--- src/rtl/rtc_init_sequencer_if.sv ---
// Interface between the RTC init sequencer and its environment (top-level control FSM
// on the start/status side, read/write cycle generator on the bus side).
//   master : the sequencer (drives Req_I/Op_I/Addr_I/Data_I and status outputs)
//   slave  : the environment (drives Inicio_I, Final_WR, Rd_Data)
// Signals:
//   Inicio_I  start level          Final_WR  bus cycle complete pulse
//   Rd_Data   read-back data       Req_I     request strobe
//   Op_I      1=write, 0=read      Addr_I    register address
//   Data_I    write data           Busy_I    sequence in progress
//   Fin_I     sequence ended       Err_I     timeout / verify error
//   Idx_I     current entry index
interface rtc_init_sequencer_if #(
    parameter int unsigned ADDR_W   = 4,
    parameter int unsigned DATA_W   = 8,
    parameter int unsigned NUM_REGS = 4
);
    localparam int unsigned IDX_W = (NUM_REGS > 1) ? $clog2(NUM_REGS) : 1;

    logic              Inicio_I;
    logic              Final_WR;
    logic [DATA_W-1:0] Rd_Data;
    logic              Req_I;
    logic              Op_I;
    logic [ADDR_W-1:0] Addr_I;
    logic [DATA_W-1:0] Data_I;
    logic              Busy_I;
    logic              Fin_I;
    logic              Err_I;
    logic [IDX_W-1:0]  Idx_I;

    modport master (
        input  Inicio_I, Final_WR, Rd_Data,
        output Req_I, Op_I, Addr_I, Data_I, Busy_I, Fin_I, Err_I, Idx_I
    );

    modport slave (
        output Inicio_I, Final_WR, Rd_Data,
        input  Req_I, Op_I, Addr_I, Data_I, Busy_I, Fin_I, Err_I, Idx_I
    );
endinterface

--- src/rtl/rtc_init_sequencer.sv ---
// RTC init sequencer: on Inicio_I walks INIT_TABLE and issues one write request per
// {address,data} entry to the bus-cycle controller, handshaking on Final_WR, with a
// per-request timeout and error reporting.
// Optional feature: define INIT_VERIFY_EN to read back each register after its write
// and flag an error on mismatch.
// Ports:
//   clk    system clock, rising edge
//   reset  asynchronous active-low reset
//   bus    rtc_init_sequencer_if.master (start/status and cycle-generator signals)
module rtc_init_sequencer #(
    parameter int unsigned ADDR_W      = 4,
    parameter int unsigned DATA_W      = 8,
    parameter int unsigned NUM_REGS    = 4,
    parameter int unsigned TIMEOUT_CYC = 1024,
    parameter logic [NUM_REGS*(ADDR_W+DATA_W)-1:0] INIT_TABLE = 48'h200_1D2_000_210
) (
    input  logic                       clk,
    input  logic                       reset,
    rtc_init_sequencer_if.master       bus
);
    localparam int unsigned EW    = ADDR_W + DATA_W;
    localparam int unsigned IDX_W = (NUM_REGS > 1) ? $clog2(NUM_REGS) : 1;
    localparam int unsigned CNT_W = (TIMEOUT_CYC > 1) ? $clog2(TIMEOUT_CYC) : 1;

    typedef enum logic [3:0] {
        StIdle, StLoad, StReq, StWait, StNext, StDone, StErr, StRdReq, StRdWait, StCheck
    } state_e;

    state_e            state_q, state_d;
    logic [IDX_W-1:0]  idx_q, idx_d;
    logic [CNT_W-1:0]  cnt_q, cnt_d;
    logic [ADDR_W-1:0] addr_q, addr_d;
    logic [DATA_W-1:0] data_q, data_d;
    logic              op_q, op_d;
    logic [EW-1:0]     entry;
    logic              timeout_hit;
    logic              last_entry;

    assign entry       = INIT_TABLE[int'(idx_q)*EW +: EW];
    assign last_entry  = (idx_q == IDX_W'(NUM_REGS - 1));
    // TIMEOUT_CYC == 0 disables the timeout entirely.
    assign timeout_hit = (TIMEOUT_CYC != 0) && (cnt_q == CNT_W'(TIMEOUT_CYC - 1));

`ifdef INIT_VERIFY_EN
    logic [DATA_W-1:0] rd_q, rd_d;

    always_ff @(posedge clk or negedge reset) begin
        if (!reset) rd_q <= '0;
        else        rd_q <= rd_d;
    end
`else
    logic unused_rd_data;
    assign unused_rd_data = ^bus.Rd_Data;
`endif

    always_ff @(posedge clk or negedge reset) begin
        if (!reset) begin
            state_q <= StIdle;
            idx_q   <= '0;
            cnt_q   <= '0;
            addr_q  <= '0;
            data_q  <= '0;
            op_q    <= 1'b0;
        end else begin
            state_q <= state_d;
            idx_q   <= idx_d;
            cnt_q   <= cnt_d;
            addr_q  <= addr_d;
            data_q  <= data_d;
            op_q    <= op_d;
        end
    end

    always_comb begin
        state_d = state_q;
        idx_d   = idx_q;
        cnt_d   = cnt_q;
        addr_d  = addr_q;
        data_d  = data_q;
        op_d    = op_q;
`ifdef INIT_VERIFY_EN
        rd_d    = rd_q;
`endif
        unique case (state_q)
            StIdle: begin
                if (bus.Inicio_I) begin
                    state_d = StLoad;
                    idx_d   = '0;
                end
            end
            StLoad: begin
                addr_d  = entry[EW-1 -: ADDR_W];
                data_d  = entry[DATA_W-1:0];
                op_d    = 1'b1;
                state_d = StReq;
            end
            StReq: begin
                cnt_d   = '0;
                state_d = StWait;
            end
            StWait: begin
                // Final_WR takes priority over a timeout in the same cycle.
                if (bus.Final_WR) begin
`ifdef INIT_VERIFY_EN
                    op_d    = 1'b0;
                    state_d = StRdReq;
`else
                    state_d = StNext;
`endif
                end else if (timeout_hit) begin
                    state_d = StErr;
                end else begin
                    cnt_d = cnt_q + CNT_W'(1);
                end
            end
            StNext: begin
                if (last_entry) begin
                    state_d = StDone;
                end else begin
                    idx_d   = idx_q + IDX_W'(1);
                    state_d = StLoad;
                end
            end
            StDone, StErr: begin
                if (!bus.Inicio_I) state_d = StIdle;
            end
`ifdef INIT_VERIFY_EN
            StRdReq: begin
                cnt_d   = '0;
                state_d = StRdWait;
            end
            StRdWait: begin
                if (bus.Final_WR) begin
                    rd_d    = bus.Rd_Data;
                    state_d = StCheck;
                end else if (timeout_hit) begin
                    state_d = StErr;
                end else begin
                    cnt_d = cnt_q + CNT_W'(1);
                end
            end
            StCheck: begin
                state_d = (rd_q == data_q) ? StNext : StErr;
            end
`endif
            default: state_d = StIdle;
        endcase
    end

    assign bus.Req_I  = (state_q == StReq) || (state_q == StRdReq);
    assign bus.Op_I   = op_q;
    assign bus.Addr_I = addr_q;
    assign bus.Data_I = data_q;
    assign bus.Busy_I = (state_q != StIdle) && (state_q != StDone) && (state_q != StErr);
    assign bus.Fin_I  = (state_q == StDone) || (state_q == StErr);
    assign bus.Err_I  = (state_q == StErr);
    assign bus.Idx_I  = idx_q;
endmodule

--- src/flat_wrapper.sv ---
// flat-port wrapper written by rule: the top's interface ports become plain ports
module rtc_init_sequencer_flat 
#(
    parameter int unsigned ADDR_W      = 4,
    parameter int unsigned DATA_W      = 8,
    parameter int unsigned NUM_REGS    = 4,
    parameter int unsigned TIMEOUT_CYC = 1024,
    parameter logic [NUM_REGS*(ADDR_W+DATA_W)-1:0] INIT_TABLE = 48'h200_1D2_000_210
)
  (clk, reset, bus_Inicio_I, bus_Final_WR, bus_Rd_Data, bus_Req_I, bus_Op_I, bus_Addr_I, bus_Data_I, bus_Busy_I, bus_Fin_I, bus_Err_I, bus_Idx_I);
  rtc_init_sequencer_if #(.ADDR_W(ADDR_W), .DATA_W(DATA_W), .NUM_REGS(NUM_REGS)) bus_i ();
  input  logic clk;
  input  logic reset;
  input wire logic [$bits(bus_i.Inicio_I)-1:0] bus_Inicio_I;
  input wire logic [$bits(bus_i.Final_WR)-1:0] bus_Final_WR;
  input wire logic [$bits(bus_i.Rd_Data)-1:0] bus_Rd_Data;
  output wire logic [$bits(bus_i.Req_I)-1:0] bus_Req_I;
  output wire logic [$bits(bus_i.Op_I)-1:0] bus_Op_I;
  output wire logic [$bits(bus_i.Addr_I)-1:0] bus_Addr_I;
  output wire logic [$bits(bus_i.Data_I)-1:0] bus_Data_I;
  output wire logic [$bits(bus_i.Busy_I)-1:0] bus_Busy_I;
  output wire logic [$bits(bus_i.Fin_I)-1:0] bus_Fin_I;
  output wire logic [$bits(bus_i.Err_I)-1:0] bus_Err_I;
  output wire logic [$bits(bus_i.Idx_I)-1:0] bus_Idx_I;
  assign bus_i.Inicio_I = bus_Inicio_I;
  assign bus_i.Final_WR = bus_Final_WR;
  assign bus_i.Rd_Data = bus_Rd_Data;
  assign bus_Req_I = bus_i.Req_I;
  assign bus_Op_I = bus_i.Op_I;
  assign bus_Addr_I = bus_i.Addr_I;
  assign bus_Data_I = bus_i.Data_I;
  assign bus_Busy_I = bus_i.Busy_I;
  assign bus_Fin_I = bus_i.Fin_I;
  assign bus_Err_I = bus_i.Err_I;
  assign bus_Idx_I = bus_i.Idx_I;
  rtc_init_sequencer #(.ADDR_W(ADDR_W), .DATA_W(DATA_W), .NUM_REGS(NUM_REGS), .TIMEOUT_CYC(TIMEOUT_CYC), .INIT_TABLE(INIT_TABLE)) u_core (.clk(clk), .reset(reset), .bus(bus_i));
endmodule
--- config.mk ---
export PLATFORM = sky130hd
export DESIGN_NAME = rtc_init_sequencer_flat
export DESIGN_NICKNAME = d
export VERILOG_FILES = /design/src/rtl/rtc_init_sequencer_if.sv /design/src/rtl/rtc_init_sequencer.sv /design/src/flat_wrapper.sv
export SDC_FILE = /design/constraint.sdc
export NUM_CORES = 1
export LEC_CHECK = 0
export ABC_CLOCK_PERIOD_IN_PS = 3490
export BUFFER_PORTS_ARGS = -buffer_cell sky130_fd_sc_hd__buf_2
export CELL_PAD_IN_SITES_DETAIL_PLACEMENT = 0
export CELL_PAD_IN_SITES_GLOBAL_PLACEMENT = 2
export CORE_ASPECT_RATIO = 0.8
export CORE_UTILIZATION = 33
export DETAILED_ROUTE_END_ITERATION = 10
export PLACE_DENSITY_LB_ADDON = 0.1
export SLEW_MARGIN = 40
export SYNTH_ARGS = -nofsm -noshare
export SYNTH_HDL_FRONTEND = slang
export SYNTH_SLANG_ARGS = --single-unit
export TNS_END_PERCENT = 30
--- constraint.sdc ---
create_clock -name clk -period 3.49 [get_ports clk]
set_input_delay 0.1745 -clock clk [delete_from_list [all_inputs] [get_ports clk]]
set_output_delay 0.1745 -clock clk [all_outputs]
set_load 0.01 [all_outputs]
Word level (Yosys, flattened, before mapping):

Index checks and enable logic that the tools add are counted.

* register bits: 29
* input port bits: 12
* output and inout bits: 19
* logic and storage cells: 51

* add/sub/neg operators: 2
* multipliers: 1
* eq/ne operators: 17
* shifts and indexed selects: 1
* muxes and demuxes: 12
* reduce and logical (&&, ||, !) cells: 12

Operators with widths (number)
* variable part select 48 x 7 -> 12 bit, first input constant: 1
* one-hot mux 4 bit (6 select lines): 1
* two-way mux 10 bit: 2
* one-hot mux 10 bit (2 select lines): 1
* == test 4 x 3 -> 1 bit, second input constant: 4
* two-way mux 4 bit: 4
* adder 10 x 1 -> 10 bit, second input constant: 1
* == test 10 bit, second input constant: 1
* != test 2 bit, second input constant: 5
* AND reduction 3 bit: 3
* == test 4 x 2 -> 1 bit, second input constant: 2
* != test 4 x 3 -> 1 bit, second input constant: 2
* == test 4 x 1 -> 1 bit, second input constant: 1
* zero test 4 bit: 1
* multiplier 2 x 2 -> 4 bit, second input constant: 1
* two-way mux 2 bit: 2
* one-hot mux 2 bit (2 select lines): 1
* nonzero test 2 bit: 2
* nonzero test 4 bit: 1
* two-way mux 3 bit: 1
* != test 3 x 2 -> 1 bit, second input constant: 1
* adder 2 x 1 -> 2 bit, second input constant: 1
* == test 2 bit, second input constant: 1
* logical AND 1 bit: 2
* 2 further kinds: 3

Logic depth before layout (Yosys ltp):

Gate-level depths: netlist of run 1.

* word-level depth: 4
* depth in mapped cells: 5

Worst setup path before layout of run 1:

Ideal clock, no wire load.

* path type: register -> register
* from: reg u_core.cnt_q[0]
* to: reg u_core.cnt_q[8]
* arrival time: 1.396 ns
* path slack: 1.972 ns
* cell stages (with the launch flop): 6
* path through: dfrtp_1 ha_1 nor2b_1 and2_4 a31o_1 a32o_1

* longest elaborated chain between the ends: 4

RTL lines
* from (decl): RTL line rtc_init_sequencer.sv:31 `logic [CNT_W-1:0] cnt_q, cnt_d;`
* from (signal assigned): RTL line rtc_init_sequencer.sv:67 `cnt_q <= cnt_d;`
* adder 10 x 1 -> 10 bit: RTL line rtc_init_sequencer.sv:113 `cnt_d = cnt_q + CNT_W'(1);`
* two-way mux 10 bit: RTL line rtc_init_sequencer.sv:110 `end else if (timeout_hit) begin`
* two-way mux 10 bit: RTL line rtc_init_sequencer.sv:103 `if (bus.Final_WR) begin`
* one-hot mux 10 bit (2 select lines): RTL line rtc_init_sequencer.sv:84 `unique case (state_q)`

Several ways; a longest one is shown, not always the timed one. The select of a mux whose other input is x is not followed.
A chain may end at the register's enable or synchronous reset.

Worst setup path in the final report of run 1:

* from: reg u_core.state_q[1]
* to: reg u_core.cnt_q[7]

* longest elaborated chain between the ends: 3

RTL lines
* from (decl): RTL line rtc_init_sequencer.sv:29 `state_e state_q, state_d;`
* from (signal assigned): RTL line rtc_init_sequencer.sv:58 `state_q <= StIdle;`
* from (signal assigned): RTL line rtc_init_sequencer.sv:65 `state_q <= state_d;`
* == test 4 x 2 -> 1 bit: RTL line rtc_init_sequencer.sv:84
* != test 2 bit (no line) or nonzero test 2 bit (tied branches)
* AND reduction 3 bit (no line)

Several ways; a longest one is shown, not always the timed one.

==> reports/metrics.yaml, run 1 <==
routed_wl_um: 2527
core_area_um2: 3471
rsz0062_at_grt: "no"
r2r_slack_ns: 1.63
ys_seq_elements: 19
cts_tree: "yes"
cts.clk_slew.worst_paths_ns: 0.07
drc: 0
cts_num_sinks: 19
required_ns: 3.69
insertion_delay_ns: 0.26
grt_pass1_wl_um: 4215
worstSetupEndpointType: "flop"
grt_max_degree: 20
worstReg2RegStart: "u_core.state_q[1]$_DFFE_PN0P_"
status: "completed"
h-tree-depth: 1
cts_hold_buf: 1
numCtsBuffers: 3
post_cts_resized: 0
hp-class: "in -> reg"
hold_viol_final: 0
clock.fmax_ghz: 0.5374
ys.warnings.count: 0
worst_r2r_path_depth: 4
drtAntennaViolNets: 0
start_util: 0.3493
power_density_nw_per_um2: 689.7
drive_gt1_frac: 0.2083
max_slew.worst_pin.slew_ns: 0.5003
postCtsSetupBuffers: 0
drt_iter0_markers: 33
drv_cap: 0
die_y_um: 56.22
start_kind: "flop"
ys_async_sr_fraction: 1.000
cp-endpoint: "u_core.cnt_q[7]$_DFFE_PN0P_"
ys_types: 46
via_count: 986
fin_nets: 160
wl_per_cell_um: 13.59
antenna_found_initial: 0
globalplace.congestion: 0.7536
synth_cells: 133
r2r_end: "u_core.cnt_q[7]$_DFFE_PN0P_"
leakage_uw: 0.0006158
finalSetupViolCount: 0
antenna_cells: 0
syn_avg_cell_area_um2: 9.116
fin_crit_ns: 1.861
synth_seq_area_share: 0.3922
worstPathMaxFanout: 14
io_pins: 31
timing.slew.headroom: 0.6639
setup-tns-final_ns: 0
crit_type: "reg -> reg"
fin_crit_sh: 0.5332
final_cell_count_no_fill: 186
portBuffers: 16
worst_ep_arrival_time_ns: 2.06
first_pass_iters: 4
clockBufferDepth: 2
core.rowCount: 19
root_buffer: "clkbuf_8"
skew_ns: 0.002556
grt-ovfl-total: 0
track_usage: 0.1371
placedCellCount: 181
crit_start: "u_core.state_q[1]$_DFFE_PN0P_"
synth_edf_count: 0
vias_per_cell: 5.301
die-area_um2: 3922
synth_ff_type: "dfrtp_1"
syn2layout_area_growth_pct: 8.979
die_w_um: 69.77
synth.cell_area_um2: 1212
hpwl_um: 1765
grt_pass1_vias: 837
drv_slew: 0
vdd_drop_max_mv: 0.3865
==> cell families after synthesis <==
logic type,count (synthesis),share of synthesized area
AO/OA/AOI/OAI,33,0.1950
buffers and inverters,20,0.1001
adder cells (fa/ha/maj),3,0.03096
AND/OR/NAND/NOR,50,0.2188
XOR/XNOR,2,0.01445
multiplexers,5,0.04541
other,1,0.003093
flip-flops,19,0.3922
==> state kept, by name, indices dropped and copies added (netlist names) <==
signal	count
u_core.bus.Addr_I	1
u_core.bus.Data_I	2
u_core.state_q	3
u_core.bus.Idx_I	2
u_core.cnt_q	10
u_core.bus.Op_I	1
==> worst max-delay path, cell delays in order (launching register included) <==
cell and delay, ns:
dfrtp_1 0.60, nor2b_2 0.49, nand2_2 0.11, or4_1 0.51
nand3_1 0.09
==> routing by layer <==
metal | wire length (um) | track usage | vias to the layer above
li1 | - | - | 493
met1 | 1355 | 0.1989 | 462
met2 | 1023 | 0.1951 | 29
met3 | 139 | 0.05072 | 2
met4 | 10 | 0.02571 | 0
met5 | 0 | 0 | -
==> report_power, final <==
group	leakage (uW)	total [uW]	switching (uW)	internal, uW
combinational	0.000346	413	239	173
clock	0.0000255	154	75.0	79.4
sequential	0.000244	344	73.4	271
total	0.000616	911	388	523
==> placed cells by master, fill, tap and decap left out, types with 2 or more instances in the layout <==
cell type,instances
a21oi_1,7
and3_1,3
a21o_1,2
nor3_1,3
nand3_1,7
o211ai_1,3
mux2_2,4
a31oi_1,2
conb_1,6
nand4_1,3
dfrtp_1,19
and2_1,2
a41oi_1,3
a22o_1,3
clkbuf_8,3
nor2_1,7
o21ai_0,3
nand2_1,13
buf_2,16
ha_1,3
inv_1,4
o21ai_1,3
==> area by class of cell <==
type,instances,area [um2]
Sequential cell,19,475.5
Clock inverter,1,5.005
Timing Repair Buffer,18,97.59
Clock buffer,3,41.29
Fill cell,357,2150
Tap cell,42,52.55
Inverter,4,15.01
Multi-Input combinational cell,99,634.4
==> worst min-delay path by stage <==
stage                                            end          from  cells after the start  slack, ns
floorplan           u_core.bus.Addr_I[1]$_DFFE_PN0P_         reset                      0      -0.12
CTS                    u_core.state_q[1]$_DFFE_PN0P_  bus_Final_WR                      4       0.26
detailed placement       u_core.cnt_q[6]$_DFFE_PN0P_         reset                      1       0.15
global placement         u_core.cnt_q[6]$_DFFE_PN0P_         reset                      1       0.15
global route           u_core.state_q[1]$_DFFE_PN0P_  bus_Final_WR                      4       0.28
finish                 u_core.state_q[1]$_DFFE_PN0P_  bus_Final_WR                      4       0.26
==> synthesized netlist by cell type (all sizes together), types with 2 or more instances <==
| master | n | area (um2) |
|---|---|---|
| a21o | 2 | 15.01 |
| a21oi | 7 | 35.03 |
| a22o | 3 | 26.28 |
| a31oi | 2 | 12.51 |
| a41oi | 3 | 26.28 |
| and2 | 3 | 21.27 |
| and3 | 3 | 18.77 |
| buf | 12 | 91.33 |
| clkbuf | 4 | 15.01 |
| dfrtp | 19 | 475.5 |
| ha | 3 | 37.54 |
| inv | 4 | 15.01 |
| mux2 | 4 | 45.04 |
| nand2 | 14 | 55.06 |
| nand3 | 7 | 35.03 |
| nand4 | 3 | 18.77 |
| nor2 | 7 | 26.28 |
| nor2b | 2 | 15.02 |
| nor3 | 3 | 15.01 |
| o211ai | 3 | 22.52 |
| o21ai | 6 | 30.02 |
| o41ai | 2 | 25.03 |
==> stage by stage <==
stage	power, uW	worst slack, ns	utilization	instance area (um2)	hold WS (ns)
2_1_floorplan	668.0	1.972	-	1231	-0.1211
3_3_place_gp	765.3	1.606	0.3645	1265	0.1523
3_5_place_dp	765.2	1.614	0.3645	1265	0.1529
4_1_cts	926.9	1.609	0.3807	1321	0.2553
5_1_grt	994.2	1.490	0.3807	1321	0.2806
6_report	911.3	1.629	0.3807	1321	0.2604
Note: power is estimated with default switching activity, not from simulation.
==> run 2: changes to the inputs <==
--- a/config.mk
+++ b/config.mk
@@ -5,12 +5,12 @@
 export SDC_FILE = /design/constraint.sdc
 export NUM_CORES = 1
 export LEC_CHECK = 0
-export ABC_CLOCK_PERIOD_IN_PS = 3490
+export ABC_CLOCK_PERIOD_IN_PS = 1670
 export BUFFER_PORTS_ARGS = -buffer_cell sky130_fd_sc_hd__buf_2
 export CELL_PAD_IN_SITES_DETAIL_PLACEMENT = 0
 export CELL_PAD_IN_SITES_GLOBAL_PLACEMENT = 2
 export CORE_ASPECT_RATIO = 0.8
-export CORE_UTILIZATION = 33
+export CORE_UTILIZATION = 28
 export DETAILED_ROUTE_END_ITERATION = 10
 export PLACE_DENSITY_LB_ADDON = 0.1
 export SLEW_MARGIN = 40
==> constraint.sdc (replaced) <==
create_clock -name clk -period 1.67 [get_ports clk]
set_input_delay 0.0835 -clock clk [delete_from_list [all_inputs] [get_ports clk]]
set_output_delay 0.0835 -clock clk [all_outputs]
set_load 0.01 [all_outputs]
==> run 2 against run 1 <==
  * Critical path depth is 1 higher
  * Final area up 6.5%
  * Worst setup slack got worse by 1.5 ns
  * Routed wire length increased by 12%
  * Die area up 17%
  * Critical endpoint is now u_core.cnt_q[8]$_DFFE_PN0P_
  * Largest power group unchanged
  * Highest routed layer unchanged
==> reports/metrics.yaml, run 2 (synthesized netlist as in run 1, its figures left out) <==
largest_register_ffs: 10
largest-register: "u_core.cnt_q"
die-area_um2: 4599
clockBufferDepth: 2
setup_ws_ns: 0.09478
die_w_um: 75.57
grt.busiest_layer: "met1"
routed_wl_um: 2825
grt_pass1_vias: 945
vias_per_cell: 4.857
grt_pass1_wl_um: 4712
switching_share: 0.4187
grt_max_degree: 20
p_switching_uw: 843.0
root_buffer: "clkbuf_8"
worstPathMaxFanout: 5
p_comb_frac: 0.495
io_pins: 31
power_density_nw_per_um2: 1430
antenna_cells: 0
core.rowCount: 21
rsz0062_at_grt: "no"
pre_cts_ws_ns: 0.1178
cts_tree: "yes"
drc: 0
finalSetupViolCount: 0
syn2layout_area_growth_pct: 16.10
portBuffers: 16
antenna_found_initial: 0
clock.fmax_ghz: 0.6348
skew_ns: 0.002778
drtAntennaViolNets: 0
hold_viol_final: 0
via_count: 1020
met1_usage: 0.2157
drive_gt1_frac: 0.2549
die_y_um: 60.86
drv_slew: 0
fin_crit_ns: 1.575
start_util: 0.2902
numCtsBuffers: 3
track_usage: 0.1388
hp-class: "in -> reg"
mostFrequentLayoutCells: "dfrtp_1 (19), buf_2 (16), nand2_1 (13)"
setup-tns-final_ns: 0
first_pass_iters: 4
crit_type: "reg -> reg"
status: "completed"
required_ns: 1.82
use_met2: 0.1888
reg.largest.list: "u_core.cnt_q x10, u_core.state_q x3"
worst_ep_arrival_time_ns: 1.72
p_seq_frac: 0.342
start_kind: "flop"
insertion_delay_ns: 0.26
vdd_drop_max_mv: 0.5314
wl_per_cell_um: 13.45
hpwl_um: 2077
power.share.clock: 0.163
grt-ovfl-total: 0
post-route-util: 0.3369
cts_num_sinks: 19
globalplace.congestion: 0.7431
p_int_uw: 1170
holdWs_ns: 0.1715
worstSetupEndpointType: "flop"
core_area_um2: 4178
r2r_slack_ns: 0.09
fin_nets: 169
leakage_uw: 0.0006612
drv_cap: 0
final_common_cell: "dfrtp_1"
fin_crit_sh: 0.9432
h-tree-depth: 1
cts.clk_slew.worst_paths_ns: 0.08
grt_util_met3: 0.03488
drt_iter0_markers: 84
run 2: changes by cell type in the layout (fill, tap and decap cells not counted), sizes merged:
cell,delta
buf,+9
run 2: path summary, 6_finish.rpt:
path                                                   from  depth (start not counted)                       endpoint
max in group asynchronous                             reset                          2    u_core.cnt_q[2]$_DFFE_PN0P_
worst max-delay path            u_core.cnt_q[0]$_DFFE_PN0P_                          5    u_core.cnt_q[8]$_DFFE_PN0P_
worst min register to register  u_core.bus.Op_I$_DFFE_PN0P_                          1    u_core.bus.Op_I$_DFFE_PN0P_
min in group asynchronous                             reset                          2    u_core.cnt_q[6]$_DFFE_PN0P_
worst max register to register  u_core.cnt_q[0]$_DFFE_PN0P_                          5    u_core.cnt_q[8]$_DFFE_PN0P_
worst min-delay path                           bus_Final_WR                          4  u_core.state_q[1]$_DFFE_PN0P_
run 2: layout make-up:
class | count | area (um2)
Multi-Input combinational cell | 99 | 634.4
Sequential cell | 19 | 475.5
Clock buffer | 3 | 41.29
Timing Repair Buffer | 27 | 165.2
Fill cell | 435 | 2770
Tap cell | 57 | 71.32
Inverter | 4 | 15.01
Clock inverter | 1 | 5.005
run 2: per-layer routing:
| metal | share of wire | wire length (um) |
|---|---|---|
| met5 | 0 | 0 |
| met4 | 0.0053 | 15 |
| met3 | 0.034 | 97 |
| met2 | 0.40 | 1132 |
| met1 | 0.56 | 1579 |
run 2: through the flow:
stage               std cells  total power [uW]  instance area, um2
floorplan                 138              1396                1231
detailed placement        205              1704                1351
finish                    210              2013                1408
global placement          205              1696                1351
global route              210              2204                1408
CTS                       210              2048                1408
run 2: power by group through the flow:
| stage | Sequential, uW | Combinational, uW | Clock, uW |
|---|---|---|---|
| final | 689 | 997 | 328 |
| after CTS | 690 | 1010 | 349 |
| after detailed placement | 699 | 1010 | 0 |
| after global placement | 692 | 1000 | 0 |
| after floorplan | 684 | 712 | 0 |
| after global routing | 715 | 1120 | 364 |
run 2: repair_timing:
item	in CTS	in global routing
hold buffers	1	0
setup buffers	0	0
setup endpoints to repair	0	0
gates resized for setup	0	0
endpoints found under the hold margin	19	0
run 2: critical path, cell delays in order, from the launching register on:
cell	delay [ns]
dfrtp_1	0.42
ha_1	0.23
nor2b_1	0.17
and2_4	0.19
a31o_1	0.21
a32o_1	0.25
==> run 3: changes to the inputs <==
--- a/config.mk
+++ b/config.mk
@@ -12,7 +12,8 @@
 export CORE_ASPECT_RATIO = 0.8
 export CORE_UTILIZATION = 28
 export DETAILED_ROUTE_END_ITERATION = 10
-export PLACE_DENSITY_LB_ADDON = 0.1
+export PLACE_DENSITY = 0.75
+export SETUP_SLACK_MARGIN = 0.15
 export SLEW_MARGIN = 40
 export SYNTH_ARGS = -nofsm -noshare
 export SYNTH_HDL_FRONTEND = slang
==> run 3 against run 2 <==
  * Utilization grew 0.24 points
  * Flip-flop and latch count is the same
  * Critical endpoint unchanged
  * Hold slack improved by 0.0063 ns
  * Critical path type unchanged
  * Largest cell class unchanged
==> reports/metrics.yaml, run 3 (synthesized netlist as in run 1, its figures left out) <==
status: "completed"
routed_wl_um: 2687
setup-tns-final_ns: 0
start_util: 0.2902
hpwl_um: 1959
worstSetupEndpointType: "flop"
syn2layout_area_growth_pct: 16.92
io_pins: 31
drt_iter0_markers: 61
core.rowCount: 21
drtAntennaViolNets: 0
clockBufferDepth: 2
reg.largest.list: "u_core.cnt_q x10, u_core.state_q x3"
die-area_um2: 4599
crit_start: "u_core.cnt_q[0]$_DFFE_PN0P_"
worst_ep_arrival_time_ns: 1.66
antenna_cells: 0
setup_ws_ns: 0.1471
first_pass_iters: 4
vdd_drop_max_mv: 0.7465
core_area_um2: 4178
worstPathMaxFanout: 5
power_density_nw_per_um2: 1424
globalplace.congestion: 0.7824
largest-register: "u_core.cnt_q"
drv_cap: 0
p_comb_frac: 0.509
antenna_found_initial: 0
hold_viol_final: 0
mostFrequentLayoutCells: "dfrtp_1 (19), buf_2 (16), nand2_1 (13)"
final_common_cell: "dfrtp_1"
worst_r2r_path_depth: 5
r2r_end: "u_core.cnt_q[8]$_DFFE_PN0P_"
grt-ovfl-total: 0
hp-class: "in -> reg"
clock.fmax_ghz: 0.6566
start_kind: "flop"
p_int_uw: 1192
portBuffers: 16
rsz0062_at_grt: "yes"
cts_tree: "yes"
track_usage: 0.1254
cts_num_sinks: 19
worstReg2RegStart: "u_core.cnt_q[0]$_DFFE_PN0P_"
placedCellCount: 203
insertion_delay_ns: 0.25
min_path_cells: 4
holdWs_ns: 0.1778
skew_ns: 0.002304
p_seq_frac: 0.333
drv_slew: 0
fin_crit_sh: 0.9119
die_y_um: 60.86
grt_max_degree: 20
drive_gt1_frac: 0.2484
h-tree-depth: 1
cp-endpoint: "u_core.cnt_q[8]$_DFFE_PN0P_"
final_cell_count_no_fill: 210
via_count: 1028
fin_nets: 169
wl_per_cell_um: 12.80
grt_pass1_vias: 855
root_buffer: "clkbuf_8"
power.share.clock: 0.158
r2r_slack_ns: 0.15
leakage_uw: 0.0006809
required_ns: 1.81
crit_type: "reg -> reg"
drc: 0
grt_pass1_wl_um: 4367
numCtsBuffers: 3
largest_register_ffs: 10
p_switching_uw: 826.9
fin_crit_ns: 1.523
cts.clk_slew.worst_paths_ns: 0.07
total_power_uw: 2019
pre_cts_ws_ns: 0.1286
vias_per_cell: 4.895
switching_share: 0.4095
finalSetupViolCount: 0
die_w_um: 75.57
[run 3: area by class of cell]
cell class | instances | area [um2]
well taps | 57 | 71.32
repair buffers | 27 | 165.2
multi-input cells | 99 | 645.6
inverters | 4 | 15.01
flip-flops and latches | 19 | 475.5
clock buffers | 4 | 45.04
fillers | 442 | 2760
[run 3: critical path, stage by stage (launching register included)]
cell	delay [ns]
dfrtp_1	0.39
ha_1	0.21
nor2b_1	0.17
and2_4	0.18
a31o_1	0.21
a32o_1	0.25
[run 3: worst min-delay path by stage]
stage                 startpoint                          endpoint  slack (ns)
floorplan                  reset  u_core.bus.Addr_I[1]$_DFFE_PN0P_       -0.21
global placement           reset       u_core.cnt_q[5]$_DFFE_PN0P_        0.06
detailed placement         reset       u_core.cnt_q[5]$_DFFE_PN0P_        0.06
CTS                 bus_Final_WR     u_core.state_q[1]$_DFFE_PN0P_        0.17
global route        bus_Final_WR     u_core.state_q[1]$_DFFE_PN0P_        0.20
finish              bus_Final_WR     u_core.state_q[1]$_DFFE_PN0P_        0.18
[run 3: timing repair]
item / CTS / global route
gates resized for setup: 0 / 2
pin swaps: 0 / 1
hold endpoints to repair: 19 / 0
buffers inserted: 1 / 1
setup endpoints to repair: 4 / 9
hold buffers: 1 / 0
[run 3: layer usage]
layer,wire length (um),vias to the layer above,global-route usage,share of wire
li1,-,515,-,-
met1,1453,492,0.2069,0.54
met2,1137,21,0.1633,0.42
met3,96,0,0.02990,0.036
met4,0,0,0.01587,0
met5,0,-,0,0
[run 3: through the flow]
stage | util | instance area, um2
CTS | 0.3348 | 1399
floorplan | - | 1231
detailed placement | 0.3199 | 1336
finish | 0.3393 | 1418
global placement | 0.3199 | 1336
global route | 0.3393 | 1418
[run 3: power groups by stage]
stage	clock network (uW)	registers [uW]	logic [uW]
floorplan	0	684	712
global placement	0	680	998
detailed placement	0	686	1000
CTS	335	672	1030
global route	354	695	1170
finish	319	672	1030
